## src/rtl/mima_pkg.sv

```systemverilog
// ----------------------------------------------------------------------------
// mima_pkg : formats, opcodes and immediate limits shared by instr_enc  (rev 1.0)
// ----------------------------------------------------------------------------
`default_nettype none

package mima_pkg;

  typedef enum logic [2:0] {
    FMT_R = 3'd0,
    FMT_I = 3'd1,
    FMT_S = 3'd2,
    FMT_B = 3'd3,
    FMT_U = 3'd4,
    FMT_J = 3'd5
  } fmt_e;

  localparam logic [6:0] OPC_OP     = 7'h33;
  localparam logic [6:0] OPC_OP_IMM = 7'h13;
  localparam logic [6:0] OPC_STORE  = 7'h23;
  localparam logic [6:0] OPC_BRANCH = 7'h63;
  localparam logic [6:0] OPC_LUI    = 7'h37;
  localparam logic [6:0] OPC_JAL    = 7'h6F;

  localparam int IMM12_MIN = -2048;
  localparam int IMM12_MAX = 2047;
  localparam int IMM13_MIN = -4096;
  localparam int IMM13_MAX = 4094;
  localparam int IMM21_MIN = -1048576;
  localparam int IMM21_MAX = 1048574;

  // Queued entry: {err, instruction word}
  localparam int ENC_W = 33;

endpackage

`default_nettype wire

```

## src/rtl/instr_fifo.sv

```systemverilog
// ----------------------------------------------------------------------------
// instr_fifo : power-of-two synchronous FIFO, occupancy-counted  (rev 1.0)
// ----------------------------------------------------------------------------
`default_nettype none

module instr_fifo #(
  parameter int WIDTH = 33,
  parameter int DEPTH = 2
) (
  input  logic             clk,
  input  logic             rst,
  input  logic             push,
  input  logic [WIDTH-1:0] push_data,
  input  logic             pop,
  output logic [WIDTH-1:0] pop_data,
  output logic             full,
  output logic             empty
);

  localparam int AW    = $clog2(DEPTH);
  localparam int OCC_W = AW + 1;

  logic [WIDTH-1:0] r_mem [DEPTH];
  logic [AW-1:0]    r_wr_ptr;
  logic [AW-1:0]    r_rd_ptr;
  logic [OCC_W-1:0] r_occ;
  logic             w_push;
  logic             w_pop;

  assign empty  = (r_occ == '0);
  assign full   = (r_occ == OCC_W'(DEPTH));
  assign w_pop  = pop && !empty;
  // A full FIFO still takes a push when the head leaves in the same cycle
  assign w_push = push && (!full || w_pop);
  assign pop_data = empty ? '0 : r_mem[r_rd_ptr];

  always_ff @(posedge clk) begin
    if (w_push) begin
      r_mem[r_wr_ptr] <= push_data;
    end
  end

  always_ff @(posedge clk) begin
    if (rst) begin
      r_wr_ptr <= '0;
      r_rd_ptr <= '0;
      r_occ    <= '0;
    end else begin
      if (w_push) begin
        r_wr_ptr <= r_wr_ptr + 1'b1;
      end
      if (w_pop) begin
        r_rd_ptr <= r_rd_ptr + 1'b1;
      end
      if (w_push && !w_pop) begin
        r_occ <= r_occ + 1'b1;
      end else if (w_pop && !w_push) begin
        r_occ <= r_occ - 1'b1;
      end
    end
  end

endmodule

`default_nettype wire

```

## src/rtl/instr_enc.sv

```systemverilog
// ----------------------------------------------------------------------------
// instr_enc : RV32I field-bundle encoder, stage-1 register + output FIFO  (rev 1.0)
// ----------------------------------------------------------------------------
`default_nettype none

module instr_enc
  import mima_pkg::*;
#(
  parameter int FIFO_DEPTH = 2
) (
  input  logic        clk,
  input  logic        rst,
  input  logic        in_valid,
  output logic        in_ready,
  input  logic [2:0]  fmt,
  input  logic [6:0]  opcode,
  input  logic [2:0]  funct3,
  input  logic [6:0]  funct7,
  input  logic [4:0]  rs1,
  input  logic [4:0]  rs2,
  input  logic [4:0]  rd,
  input  logic [31:0] imm,
  output logic        out_valid,
  input  logic        out_ready,
  output logic [31:0] out_instr,
  output logic        out_err,
  output logic [15:0] count
);

  function automatic logic [ENC_W-1:0] encode(
    input logic [2:0]  f,
    input logic [6:0]  opc,
    input logic [2:0]  f3,
    input logic [6:0]  f7,
    input logic [4:0]  r1,
    input logic [4:0]  r2,
    input logic [4:0]  rdd,
    input logic [31:0] im
  );
    logic signed [31:0] s;
    logic [31:0]        w;
    logic               err;
    s   = im;
    err = 1'b0;
    w   = {f7, r2, r1, f3, rdd, opc};
    case (f)
      FMT_R: err = 1'b0;
      FMT_I: begin
        w   = {im[11:0], r1, f3, rdd, opc};
        err = (s < IMM12_MIN) || (s > IMM12_MAX);
      end
      FMT_S: begin
        w   = {im[11:5], r2, r1, f3, im[4:0], opc};
        err = (s < IMM12_MIN) || (s > IMM12_MAX);
      end
      FMT_B: begin
        w   = {im[12], im[10:5], r2, r1, f3, im[4:1], im[11], opc};
        err = (s < IMM13_MIN) || (s > IMM13_MAX) || im[0];
      end
      FMT_U: begin
        w   = {im[31:12], rdd, opc};
        err = (im[11:0] != 12'd0);
      end
      FMT_J: begin
        w   = {im[20], im[10:1], im[11], im[19:12], rdd, opc};
        err = (s < IMM21_MIN) || (s > IMM21_MAX) || im[0];
      end
      // Undefined format: word keeps the R layout but is flagged
      default: err = 1'b1;
    endcase
    return {err, w};
  endfunction

  logic             r_s1_valid;
  logic [ENC_W-1:0] r_s1_data;
  logic [ENC_W-1:0] w_head;
  logic             w_full;
  logic             w_empty;
  logic             w_pop;
  logic             w_s1_drain;

  assign out_valid  = !w_empty;
  assign w_pop      = out_valid && out_ready;
  assign w_s1_drain = r_s1_valid && (!w_full || w_pop);
  assign in_ready   = !rst && (!r_s1_valid || w_s1_drain);
  assign out_instr  = w_head[31:0];
  assign out_err    = w_head[32];

  always_ff @(posedge clk) begin
    if (rst) begin
      r_s1_valid <= 1'b0;
      r_s1_data  <= '0;
    end else if (in_valid && in_ready) begin
      r_s1_valid <= 1'b1;
      r_s1_data  <= encode(fmt, opcode, funct3, funct7, rs1, rs2, rd, imm);
    end else if (w_s1_drain) begin
      r_s1_valid <= 1'b0;
    end
  end

  always_ff @(posedge clk) begin
    if (rst) begin
      count <= 16'd0;
    end else if (w_pop) begin
      count <= count + 16'd1;
    end
  end

  instr_fifo #(
    .WIDTH (ENC_W),
    .DEPTH (FIFO_DEPTH)
  ) u_fifo (
    .clk       (clk),
    .rst       (rst),
    .push      (w_s1_drain),
    .push_data (r_s1_data),
    .pop       (out_ready),
    .pop_data  (w_head),
    .full      (w_full),
    .empty     (w_empty)
  );

endmodule

`default_nettype wire

```

## config.mk

```make
export PLATFORM = sky130hd
export DESIGN_NAME = instr_enc
export DESIGN_NICKNAME = d
export VERILOG_FILES = /design/src/rtl/mima_pkg.sv /design/src/rtl/instr_fifo.sv /design/src/rtl/instr_enc.sv
export SDC_FILE = /design/constraint.sdc
export NUM_CORES = 1
export LEC_CHECK = 0
export BUFFER_PORTS_ARGS = -buffer_cell sky130_fd_sc_hd__buf_2
export CORE_MARGIN = 1
export CORE_UTILIZATION = 54
export DETAILED_ROUTE_END_ITERATION = 8
export HOLD_SLACK_MARGIN = 0.08
export PLACE_DENSITY = 0.86
export SLEW_MARGIN = 25
export SYNTH_ARGS = -nofsm -noshare
export SYNTH_HDL_FRONTEND = slang
export SYNTH_HIERARCHICAL = 1
export SYNTH_SLANG_ARGS = --single-unit
```

## constraint.sdc

```tcl
create_clock -name clk -period 3.75 [get_ports clk]
set_clock_uncertainty 0.15 [all_clocks]
set_input_delay 0.1875 -clock clk [delete_from_list [all_inputs] [get_ports clk]]
set_output_delay 0.1875 -clock clk [all_outputs]
set_load 0.01 [all_outputs]
```

==> run metrics <==
chip width=about 100 um; Core ar.=approximately 0.0097 mm2; Net Sw Frac=about a third; fraction of layout cells with a size suffix above 1=about a quarter; drt pass-1 iters=5; clock tree buffer depth=2; Net Switching=approximately 0.0014 W; Power per Cell Area=~600 mW/mm2; WHS=approximately 0.16 ns; die height=102 um; largest net degree at the start of global routing=55; vias=4880; share of the synthesized area in the top cell type=a little under two fifths; cell taking the most area after synthesis=edfxtp_1; period utilization=around 90%; vias in the first global route=4696; Non-Filler Instances=a little over 800; Final setup viols=0; initial antenna violation count=0; power share of the combinational group=between 20% and 30%; dpl hpwl=around 8900 um; clock-pin slew on the worst setup and hold paths=0.06 ns; die area=approximately 0.010 mm2; top cells by area, synth=edfxtp_1 37%, dfxtp_1 21%, mux2i_1 6.5%, nor2_1 4.6%, nand3_1 3.0%; Synth Instances=494; number of synthesized flops with an enable pin=66; Total Neg Setup Slack=0 ns; antenna diode count=0; number of vias per cell=5.93; Post-Syn Area=0.00536 mm2; Seq pwr share=between 30% and 40%; number of core rows=36; top cells by count, synth=66 x edfxtp_1, 65 x nor2_1, 55 x dfxtp_1; Int Pwr=~0.0030 W; grt total ovfl=0; WS Path Type=reg2reg; unrepaired setup endpoints after global routing=false; Mean Syn Cell Area=10.9 um2; status=finished clean; Worst Setup End Kind=register; Num CTS Buffers=17; fin util=approximately three quarters; Worst VDD drop=approximately 440 uV; final count of hold timing violations=0; post-synthesis sequential area ratio=57.5%; LEAKAGE=2.88 nW; initial core utilization=~55%; CP required=roughly 4.0 ns; routed wire length=between 15000 and 20000 um; class of the worst hold path=in2reg; Least-Margin Pin Slew=~1.0 ns; crit path max fanout=between 50 and 60; drt first-iter violations=409; Clock Tree Root=clkbuf_8; Worst path slowest cell=dlygate4sd3_1; Slew Limit Fails=0; most used cell, CP=dlygate4sd3_1; WP data arrival=approximately 3.6 ns; DRC viols=0; RePlAce Congestion=between 0.8 and 0.9; most common cell in the netlist=edfxtp_1; power share of the clock group=between 30% and 40%; Post-CTS Setup Inserts=0; Peak Freq=296 MHz; H-tree Lvls=4; Slew headroom=~30%; IO buf count=about 120; syn_nets=568; post-placement cell count=723; Layout area overhead=35.8%; MaxCap Viol Count=0; Final min period=3.38 ns; Setup crit start kind=register; asr flop ratio synth=0%; fin nets=751; max incr delay on CP=0.63 ns; wire per inst=~18 um; dominant synthesized flop cell=edfxtp_1; yosys warns=6; global-route wire length before repair=around 24000 um; Routed Antenna Nets=0; synthesis-stage register bit count=121; Tot GR Track Use=a little under a third; num ports=122; post-synthesis cell type count=60; CTS sink count=121; worst skew pair latency=0.52 ns; CTS tree=built; critical path, cell by cell=nor2_2 -> nand2b_4 -> a31oi_2 -> nand2_4 -> a221oi_1 -> dlygate4sd3_1 -> nor3_1 -> dlygate4sd3_1
## through the flow
stage / worst slack (ns) / total power [W] / cell area (um2)
global placement: 1.34 / 0.00271 / 6020
global route: 0.230 / 0.00457 / 7280
finish: 0.374 / 0.00439 / 7280
floorplan: 0.390 / 0.00238 / 5360
detailed placement: 1.20 / 0.00275 / 6020
CTS: 0.313 / 0.00436 / 7270
## power by group through the flow
stage	Clock (W)	Sequential [W]	Combinational, W
after floorplan	0	0.00166	0.000716
after global placement	0	0.00174	0.000972
after detailed placement	0	0.00175	0.00100
after CTS	0.00155	0.00173	0.00108
after global routing	0.00162	0.00175	0.00121
final	0.00155	0.00173	0.00111
## cell usage in the layout, fill, tap and decap left out, types with 6 or more instances in the layout
master / instances
xor2_1: 9
a21oi_1: 15
edfxtp_1: 66
or3_1: 6
nand4_1: 9
buf_2: 121
dlygate4sd3_1: 68
o21ai_0: 8
clkbuf_16: 18
a22oi_1: 15
o211ai_1: 7
mux2i_1: 35
nor3_1: 9
nor4_1: 7
xnor2_1: 6
nand3_1: 32
o21ai_1: 28
nor2_1: 65
dfxtp_1: 54
nand2_1: 32
## flip-flops by register name (all words and copies together), names as in the netlist, named ones only
register and count:
u_fifo/r_occ 2, u_fifo/r_mem 66, count 16, r_s1_data 33, u_fifo/r_rd_ptr 1, r_s1_valid 1, u_fifo/r_wr_ptr 1
## final cells by class
class | instances | area (um2)
Clock buffer | 19 | 464
Clock inverter | 13 | 105
Multi-Input combinational cell | 340 | 2130
Tap cell | 133 | 166
Inverter | 6 | 22.5
Timing Repair Buffer | 191 | 1300
Fill cell | 593 | 2410
Sequential cell | 121 | 3080
## worst max-delay path, delay by kind of cell, from the launching register on
family                 cells  cell delay (ns)
AOI/OAI and AO/OA          2             0.72
and+or+nand+nor            4             0.69
DFF                        1             0.47
buffers and inverters      2             1.22
## repair_timing
| item | in CTS | in global routing |
|---|---|---|
| hold endpoints to repair | 55 | 0 |
| endpoints found under the setup margin | 0 | 1 |
| gates resized for setup | 0 | 1 |
| hold buffers | 68 | 0 |
## path summary, 6_finish.rpt
path | from | end | slack (ns) | cells after the start
max reg2reg | u_fifo/r_occ[0] | r_s1_data[8] | 0.37 | 8
min | imm[0] | r_s1_data[7] | 0.16 | 5
min reg2reg | r_s1_data[5] | u_fifo/r_mem[0][5] | 0.30 | 0
max | u_fifo/r_occ[0] | r_s1_data[8] | 0.37 | 8
## logic make-up after synthesis
family,Yosys count,synth area share [%]
AND/OR/NAND/NOR,189,17.6
flip-flops,121,57.5
AO/OA/AOI/OAI,96,11.9
adder cells (fa/ha/maj),3,0.700
buffers and inverters,33,2.92
XOR/XNOR,15,2.45
multiplexers,37,6.95
## metal layers
| metal | global-route usage [%] | up-vias | part of all wire (%) |
|---|---|---|---|
| met4 | 16.4 | 0 | 4.8 |
| li1 | - | 2208 | - |
| met3 | 8.35 | 80 | 8.5 |
| met1 | 35.5 | 2283 | 38 |
| met2 | 52.5 | 309 | 49 |
| met5 | 0 | - | 0 |
(Power assumes the default switching activity.)
